`src/rtl/decode_stage_pkg.sv`:
```
// Shared codes for the RV32I decode stage: ALU ops, operand selects, major opcodes,
// immediate formats and the registered control bundle.
package decode_stage_pkg;

    localparam logic [4:0] ALU_ADD  = 5'd0;
    localparam logic [4:0] ALU_SUB  = 5'd1;
    localparam logic [4:0] ALU_SLL  = 5'd2;
    localparam logic [4:0] ALU_CMP  = 5'd3;
    localparam logic [4:0] ALU_UCMP = 5'd4;
    localparam logic [4:0] ALU_XOR  = 5'd5;
    localparam logic [4:0] ALU_SRL  = 5'd6;
    localparam logic [4:0] ALU_SRA  = 5'd7;
    localparam logic [4:0] ALU_OR   = 5'd8;
    localparam logic [4:0] ALU_AND  = 5'd9;

    localparam logic [1:0] SRC1_RS1  = 2'd0;
    localparam logic [1:0] SRC1_PC   = 2'd1;
    localparam logic [1:0] SRC1_ZERO = 2'd2;
    localparam logic       SRC2_RS2  = 1'b0;
    localparam logic       SRC2_IMM  = 1'b1;

    localparam logic [1:0] MEM_NONE  = 2'b00;
    localparam logic [1:0] MEM_LOAD  = 2'b01;
    localparam logic [1:0] MEM_STORE = 2'b10;

    localparam logic [6:0] OPC_LUI    = 7'b0110111;
    localparam logic [6:0] OPC_AUIPC  = 7'b0010111;
    localparam logic [6:0] OPC_JAL    = 7'b1101111;
    localparam logic [6:0] OPC_JALR   = 7'b1100111;
    localparam logic [6:0] OPC_BRANCH = 7'b1100011;
    localparam logic [6:0] OPC_LOAD   = 7'b0000011;
    localparam logic [6:0] OPC_STORE  = 7'b0100011;
    localparam logic [6:0] OPC_OPIMM  = 7'b0010011;
    localparam logic [6:0] OPC_OP     = 7'b0110011;

    typedef enum logic [2:0] {
        IMM_NONE,
        IMM_I,
        IMM_S,
        IMM_B,
        IMM_U,
        IMM_J,
        IMM_SHAMT
    } imm_fmt_e;

    typedef struct packed {
        logic [4:0] alu_op;
        logic [1:0] src1_sel;
        logic       src2_sel;
        logic [4:0] rs1;
        logic [4:0] rs2;
        logic [4:0] rd;
        logic       rd_we;
        logic       is_branch;
        logic [2:0] br_cond;
        logic       is_jump;
        logic [1:0] is_mem;
        logic       illegal;
    } ctrl_t;

    // alt selects SUB over ADD and SRA over SRL (instr[30] where the encoding allows it)
    function automatic logic [4:0] alu_from_funct3(input logic [2:0] f3, input logic alt);
        case (f3)
            3'b000:  return alt ? ALU_SUB : ALU_ADD;
            3'b001:  return ALU_SLL;
            3'b010:  return ALU_CMP;
            3'b011:  return ALU_UCMP;
            3'b100:  return ALU_XOR;
            3'b101:  return alt ? ALU_SRA : ALU_SRL;
            3'b110:  return ALU_OR;
            default: return ALU_AND;
        endcase
    endfunction

endpackage

```
`src/rtl/decode_stage_imm_gen.sv`:
```
// Combinational RV32I immediate extractor: instruction word plus format code in,
// sign-extended immediate out.
module imm_gen
    import decode_stage_pkg::*;
#(
    parameter int XLEN = 32
) (
    input  logic [31:0]     instr_i,
    input  logic [2:0]      fmt_i,
    output logic [XLEN-1:0] imm_o
);

    logic        s;
    logic [31:0] imm32;

    assign s = instr_i[31];

    always_comb begin
        imm32 = '0;
        case (fmt_i)
            IMM_I:     imm32 = {{20{s}}, instr_i[31:20]};
            IMM_S:     imm32 = {{20{s}}, instr_i[31:25], instr_i[11:7]};
            IMM_B:     imm32 = {{20{s}}, instr_i[7], instr_i[30:25], instr_i[11:8], 1'b0};
            IMM_U:     imm32 = {instr_i[31:12], 12'd0};
            IMM_J:     imm32 = {{12{s}}, instr_i[19:12], instr_i[20], instr_i[30:21], 1'b0};
            IMM_SHAMT: imm32 = {27'd0, instr_i[24:20]};
            default:   imm32 = '0;
        endcase
    end

    assign imm_o = {{(XLEN-31){imm32[31]}}, imm32[30:0]};

endmodule

```
`src/rtl/decode_stage.sv`:
```
// RV32I decode stage between fetch and execute, registered output with valid/ready.
// Define DECODE_STAGE_SKID_EN for a 2-entry skid buffer with a registered in_ready.
module decode_stage
    import decode_stage_pkg::*;
#(
    parameter int XLEN = 32
) (
    input  logic            clk,
    input  logic            rst_n,
    input  logic            flush,
    input  logic            in_valid,
    output logic            in_ready,
    input  logic [31:0]     in_instr,
    input  logic [XLEN-1:0] in_pc,
    output logic            out_valid,
    input  logic            out_ready,
    output logic [4:0]      alu_op,
    output logic [1:0]      src1_sel,
    output logic            src2_sel,
    output logic [XLEN-1:0] imm,
    output logic [4:0]      rs1,
    output logic [4:0]      rs2,
    output logic [4:0]      rd,
    output logic            rd_we,
    output logic            is_branch,
    output logic [2:0]      br_cond,
    output logic            is_jump,
    output logic [1:0]      is_mem,
    output logic            illegal,
    output logic [XLEN-1:0] out_pc
);

    localparam int BW = $bits(ctrl_t) + 2 * XLEN;

    logic [6:0]      opcode;
    logic [2:0]      funct3;
    logic [6:0]      funct7;
    logic            legal;
    ctrl_t           dec_ctrl;
    imm_fmt_e        dec_fmt;
    logic [XLEN-1:0] dec_imm;
    logic [BW-1:0]   in_beat;

    assign opcode = in_instr[6:0];
    assign funct3 = in_instr[14:12];
    assign funct7 = in_instr[31:25];

    always_comb begin
        dec_ctrl     = '0;
        dec_fmt      = IMM_NONE;
        legal        = 1'b1;
        dec_ctrl.rs1 = in_instr[19:15];
        dec_ctrl.rs2 = in_instr[24:20];
        dec_ctrl.rd  = in_instr[11:7];
        case (opcode)
            OPC_LUI: begin
                dec_ctrl.src1_sel = SRC1_ZERO;
                dec_ctrl.src2_sel = SRC2_IMM;
                dec_ctrl.rd_we    = 1'b1;
                dec_fmt           = IMM_U;
            end
            OPC_AUIPC, OPC_JAL: begin
                dec_ctrl.src1_sel = SRC1_PC;
                dec_ctrl.src2_sel = SRC2_IMM;
                dec_ctrl.rd_we    = 1'b1;
                dec_ctrl.is_jump  = (opcode == OPC_JAL);
                dec_fmt           = (opcode == OPC_JAL) ? IMM_J : IMM_U;
            end
            OPC_JALR: begin
                dec_ctrl.src2_sel = SRC2_IMM;
                dec_ctrl.rd_we    = 1'b1;
                dec_ctrl.is_jump  = 1'b1;
                dec_fmt           = IMM_I;
                legal             = (funct3 == 3'b000);
            end
            OPC_BRANCH: begin
                dec_ctrl.is_branch = 1'b1;
                dec_ctrl.br_cond   = funct3;
                dec_fmt            = IMM_B;
                case (funct3[2:1])
                    2'b00:   dec_ctrl.alu_op = ALU_SUB;
                    2'b10:   dec_ctrl.alu_op = ALU_CMP;
                    2'b11:   dec_ctrl.alu_op = ALU_UCMP;
                    default: legal = 1'b0;
                endcase
            end
            OPC_LOAD: begin
                dec_ctrl.src2_sel = SRC2_IMM;
                dec_ctrl.rd_we    = 1'b1;
                dec_ctrl.is_mem   = MEM_LOAD;
                dec_fmt           = IMM_I;
                legal             = (funct3 != 3'b011) && (funct3[2:1] != 2'b11);
            end
            OPC_STORE: begin
                dec_ctrl.src2_sel = SRC2_IMM;
                dec_ctrl.is_mem   = MEM_STORE;
                dec_fmt           = IMM_S;
                legal             = (funct3[2] == 1'b0) && (funct3 != 3'b011);
            end
            OPC_OPIMM: begin
                dec_ctrl.src2_sel = SRC2_IMM;
                dec_ctrl.rd_we    = 1'b1;
                dec_ctrl.alu_op   = alu_from_funct3(funct3, (funct3 == 3'b101) && in_instr[30]);
                dec_fmt           = IMM_I;
                // shift-immediates carry a shamt; their funct7 must be a known shift flavour
                if (funct3 == 3'b001) begin
                    dec_fmt = IMM_SHAMT;
                    legal   = (funct7 == 7'h00);
                end else if (funct3 == 3'b101) begin
                    dec_fmt = IMM_SHAMT;
                    legal   = (funct7 == 7'h00) || (funct7 == 7'h20);
                end
            end
            OPC_OP: begin
                dec_ctrl.rd_we  = 1'b1;
                dec_ctrl.alu_op = alu_from_funct3(funct3, in_instr[30]);
                legal = (funct7 == 7'h00) ||
                        ((funct7 == 7'h20) && ((funct3 == 3'b000) || (funct3 == 3'b101)));
            end
            default: legal = 1'b0;
        endcase

        // illegal beats keep only the raw register fields and the illegal flag
        if (!legal) begin
            dec_ctrl         = '0;
            dec_ctrl.rs1     = in_instr[19:15];
            dec_ctrl.rs2     = in_instr[24:20];
            dec_ctrl.rd      = in_instr[11:7];
            dec_ctrl.illegal = 1'b1;
            dec_fmt          = IMM_NONE;
        end
        if (dec_ctrl.rd == 5'd0) begin
            dec_ctrl.rd_we = 1'b0;
        end
    end

    imm_gen #(.XLEN(XLEN)) u_imm_gen (
        .instr_i (in_instr),
        .fmt_i   (dec_fmt),
        .imm_o   (dec_imm)
    );

    assign in_beat = {dec_ctrl, dec_imm, in_pc};

    // Handshake: a beat moves on a side when valid && ready at the rising edge; a held
    // output beat keeps valid high and payload stable until accepted or flushed.
    logic          main_valid_q, main_valid_d;
    logic [BW-1:0] main_q, main_d;

`ifdef DECODE_STAGE_SKID_EN
    logic          skid_valid_q, skid_valid_d;
    logic [BW-1:0] skid_q, skid_d;
    logic          in_ready_q;
    logic          accept;
    logic          pop;

    assign in_ready = in_ready_q;
    assign accept   = in_valid && in_ready_q;
    assign pop      = main_valid_q && out_ready;

    always_comb begin
        main_valid_d = main_valid_q;
        main_d       = main_q;
        skid_valid_d = skid_valid_q;
        skid_d       = skid_q;
        if (flush) begin
            main_valid_d = 1'b0;
            skid_valid_d = 1'b0;
        end else if (!main_valid_q || pop) begin
            // in_ready is low whenever skid is full, so skid and accept never collide
            if (skid_valid_q) begin
                main_d       = skid_q;
                main_valid_d = 1'b1;
                skid_valid_d = 1'b0;
            end else begin
                main_valid_d = accept;
                if (accept) main_d = in_beat;
            end
        end else if (accept) begin
            skid_d       = in_beat;
            skid_valid_d = 1'b1;
        end
    end

    always_ff @(posedge clk or negedge rst_n) begin
        if (!rst_n) begin
            main_valid_q <= 1'b0;
            main_q       <= '0;
            skid_valid_q <= 1'b0;
            skid_q       <= '0;
            in_ready_q   <= 1'b1;
        end else begin
            main_valid_q <= main_valid_d;
            main_q       <= main_d;
            skid_valid_q <= skid_valid_d;
            skid_q       <= skid_d;
            in_ready_q   <= !skid_valid_d;
        end
    end
`else
    assign in_ready = !main_valid_q || out_ready;

    always_comb begin
        main_valid_d = main_valid_q;
        main_d       = main_q;
        if (flush) begin
            main_valid_d = 1'b0;
        end else if (in_ready) begin
            main_valid_d = in_valid;
            if (in_valid) main_d = in_beat;
        end
    end

    always_ff @(posedge clk or negedge rst_n) begin
        if (!rst_n) begin
            main_valid_q <= 1'b0;
            main_q       <= '0;
        end else begin
            main_valid_q <= main_valid_d;
            main_q       <= main_d;
        end
    end
`endif

    ctrl_t out_ctrl;

    assign {out_ctrl, imm, out_pc} = main_q;
    assign out_valid = main_valid_q;
    assign alu_op    = out_ctrl.alu_op;
    assign src1_sel  = out_ctrl.src1_sel;
    assign src2_sel  = out_ctrl.src2_sel;
    assign rs1       = out_ctrl.rs1;
    assign rs2       = out_ctrl.rs2;
    assign rd        = out_ctrl.rd;
    assign rd_we     = out_ctrl.rd_we;
    assign is_branch = out_ctrl.is_branch;
    assign br_cond   = out_ctrl.br_cond;
    assign is_jump   = out_ctrl.is_jump;
    assign is_mem    = out_ctrl.is_mem;
    assign illegal   = out_ctrl.illegal;

endmodule
```
`config.mk`:
```
export PLATFORM = sky130hd
export DESIGN_NAME = decode_stage
export DESIGN_NICKNAME = d
export VERILOG_FILES = /design/src/rtl/decode_stage_pkg.sv /design/src/rtl/decode_stage_imm_gen.sv /design/src/rtl/decode_stage.sv
export SDC_FILE = /design/constraint.sdc
export NUM_CORES = 1
export LEC_CHECK = 0
export ABC_CLOCK_PERIOD_IN_PS = 2780
export CAP_MARGIN = 20
export CORE_ASPECT_RATIO = 0.6
export CORE_UTILIZATION = 47
export CTS_CLUSTER_DIAMETER = 80
export DETAILED_ROUTE_END_ITERATION = 10
export GPL_ROUTABILITY_DRIVEN = 0
export PLACE_DENSITY = 0.91
export SYNTH_ARGS = -nofsm -noshare
export SYNTH_HDL_FRONTEND = slang
export SYNTH_SLANG_ARGS = --single-unit
```
`constraint.sdc`:
```
create_clock -name clk -period 2.78 [get_ports clk]
set_clock_uncertainty 0.05 [all_clocks]
set_input_delay 0.417 -clock clk [delete_from_list [all_inputs] [get_ports clk]]
set_output_delay 0.417 -clock clk [all_outputs]
set_load 0.1 [all_outputs]
```
==> out/results.ini <==
[floorplan]
rows = 26
ioPinCount = 167
dieArea_sq_um = 9390
fp.dieW_microns = 124
initial_core_util_pct = 49.0
core_sq_um = 8620
fp.dieH_microns = 75.5

[worst_setup_path]
criticalPathCategory = in2reg
r2r-start = out_valid
ff2ff_setup_slack_ns = 0.63
rr_endpoint = main_q[62]
required_ns = 3.00
cp-end-kind = flop
rr_worst_depth = 7
startpoint = in_instr[4]
cp.arrival_ns = 2.75
startpoint_type = input port
cp_max_fo = 11

[timing]
maxSlewViolCount = 0
fin_crit_sh_pct = 90.9
finalCriticalPeriod_ns = 2.53
relSlewSlack_pct = 53.4
tns_ns = 0
timing.fmax_ghz = 0.396
finalSetupViolCount = 0
rsz0062_at_grt = no
hold_viol = 0
worst_pin_slew_ns = 0.699

[global_routing]
first_global_vias = 3764
grt_max_degree = 80
grt_use_total_pct = 26.6
grt_overflow = 0
grt_pass1_wl_microns = 19300
antenna_found_initial = 0

[route]
via_per_inst = 5.50
vias = 4067
drtAntennaViolNets = 0
drt_wl_total_microns = 12500
first_pass_iters = 6
wl_per_cell_microns = 16.9
drtIter0Drc = 259
drc = 0

[cells_and_area]
nNetsFinal = 691
drive_gt1_share_pct = 22.6
finalInstanceArea_sq_um = 6080
multi_input_area_sq_um = 1670
area.sequential_sq_um = 2400
diodes = 0
stdcell_count = 739
fillerInstances = 665
area_delta_synth_final_pct = 43.8
final_util_pct = 70.5

[worst_hold_path]
worstHoldPathType = in2async

[status]
status = finished clean

[yosys]
yosysTopAreaCellShare_pct = 56.8
synth_mux_area_share_pct = 0
yosys-top-cells-area = dfrtp_1 (57%), nand2_1 (16%), a22oi_1 (2.8%)
synth_top_family_by_area = simple AND/OR/NAND/NOR gates
ys_warn_count = 0
synth-simple-area-share_pct = 24.1
async_reset_ff_share_pct = 100
synth_nets = 528
syn_area_sq_um = 4230
synth.most_common_cell = nand2_1
synth_area_leader_cell = dfrtp_1
synthAdderAreaFrac_pct = 0
synth-compound-area-share_pct = 15.0
synthCells = 459
ys_types = 53
ys_seq_area_share_pct = 56.8
synth_edf_count = 0
avgSynthCellArea_sq_um = 9.21
synth_xor_area_share_pct = 0.207
synth-main-ff-cell = dfrtp_1
synth.cells.most_frequent = nand2_1 (182), dfrtp_1 (96), o21ai_0 (22)
ys_ff_latch = 96

[placement]
hpwlAfterDp_microns = 9170
place_area_sq_um = 5790
place_inst = 723
numPortBuffers = 165

[power_and_ir_drop]
ir_drop_mv = 0.414
power_density_nw_per_um2 = 681
p_leak_uw = 0.00302

[clock_network]
cts.sink_count = 96
cts_resized = 0
clk_latency_ns = 0.34
clkTransAtPathRegs_ns = 0.06
cts_made_buffers = 9
htree_levels = 3
hold_buffers = 0
cts-root-buf = clkbuf_16
cts_tree = yes
cts_buffer_depth = 2
cts_setup_buffers = 0

[job]
cap_violations = 0

[metrics by stage]
step	setup WS, ns	hold slack [ns]	power (uW)
2_1_floorplan	0.0992	0.0714	2550
3_5_place_dp	-0.123	0.414	2950
3_3_place_gp	0.124	0.408	2920
6_report	0.252	0.0652	4140
4_1_cts	0.219	0.0835	4160
5_1_grt	0.0922	0.113	4280
[sequential cells by signal, indices dropped and copies added, names as in the netlist]
name / flops
main_q: 95
out_valid: 1
[kinds of logic (layout without fill, tap and decap cells)]
group | count (synthesis) | in the layout
simple gates | 233 | 233
buf+inv | 33 | 201
xor+xnor | 1 | 1
compound gates | 95 | 95
other cells | 1 | 1
flops | 96 | 96
[where the power goes]
part / internal, uW / switching [uW]
clock: 698 / 518
sequential: 1500 / 61.3
combinational: 301 / 1060
[critical path, stage by stage]
cell and delay (ns):
clkdlybuf4s50_1 0.60, buf_4 0.25, and3b_1 0.24, a21oi_1 0.09, a2111oi_1 0.47, buf_4 0.19
nand3_1 0.31, nand2_1 0.18
[routing by layer]
metal / part of all wire, % / GRT usage (%)
met3: 10 / 8.99
met1: 44 / 36.0
met2: 44 / 40.8
met5: 0 / 0
met4: 1.5 / 9.37
[how the worst max path moves through the flow]
stage,endpoint,cells past startpoint
after floorplan,main_q[37],7
after global placement,main_q[54],8
after detailed placement,main_q[52],8
after CTS,main_q[52],8
after global routing,main_q[62],8
final,main_q[62],8
[area by class of cell]
type	instances	area share, %
sequential	96	39.6
multi-input combinational	330	27.5
timing repair buffer	182	25.7
clock buffer	11	3.83
tap	112	2.31
clock inverter	5	0.927
inverter	3	0.185
[cells in the final DEF (no fill, tap or decap), types with 2 or more instances in the layout]
| cell type | synthesis | layout |
|---|---|---|
| a2111oi_0 | 3 | 2 |
| nand2b_1 | 3 | 3 |
| nand4b_1 | 2 | 2 |
| o22ai_1 | 2 | 2 |
| clkbuf_16 | 0 | 9 |
| nand2_1 | 182 | 182 |
| o21ai_0 | 22 | 22 |
| a22oi_1 | 16 | 16 |
| dfrtp_1 | 96 | 95 |
| a32o_1 | 2 | 2 |
| buf_4 | 1 | 113 |
| nor2_1 | 11 | 11 |
| clkbuf_1 | 19 | 2 |
| and2_1 | 2 | 2 |
| inv_1 | 3 | 3 |
| o21ai_1 | 11 | 11 |
| nand3_1 | 6 | 6 |
| nor2_2 | 2 | 2 |
| nor2b_1 | 4 | 4 |
| clkdlybuf4s50_1 | 0 | 67 |
| nor3_1 | 6 | 6 |
| clkinv_2 | 0 | 2 |
| a21oi_1 | 14 | 14 |
| a22o_1 | 10 | 10 |
| buf_12 | 0 | 2 |
| nand3b_1 | 3 | 3 |
(Power assumes the default switching activity.)
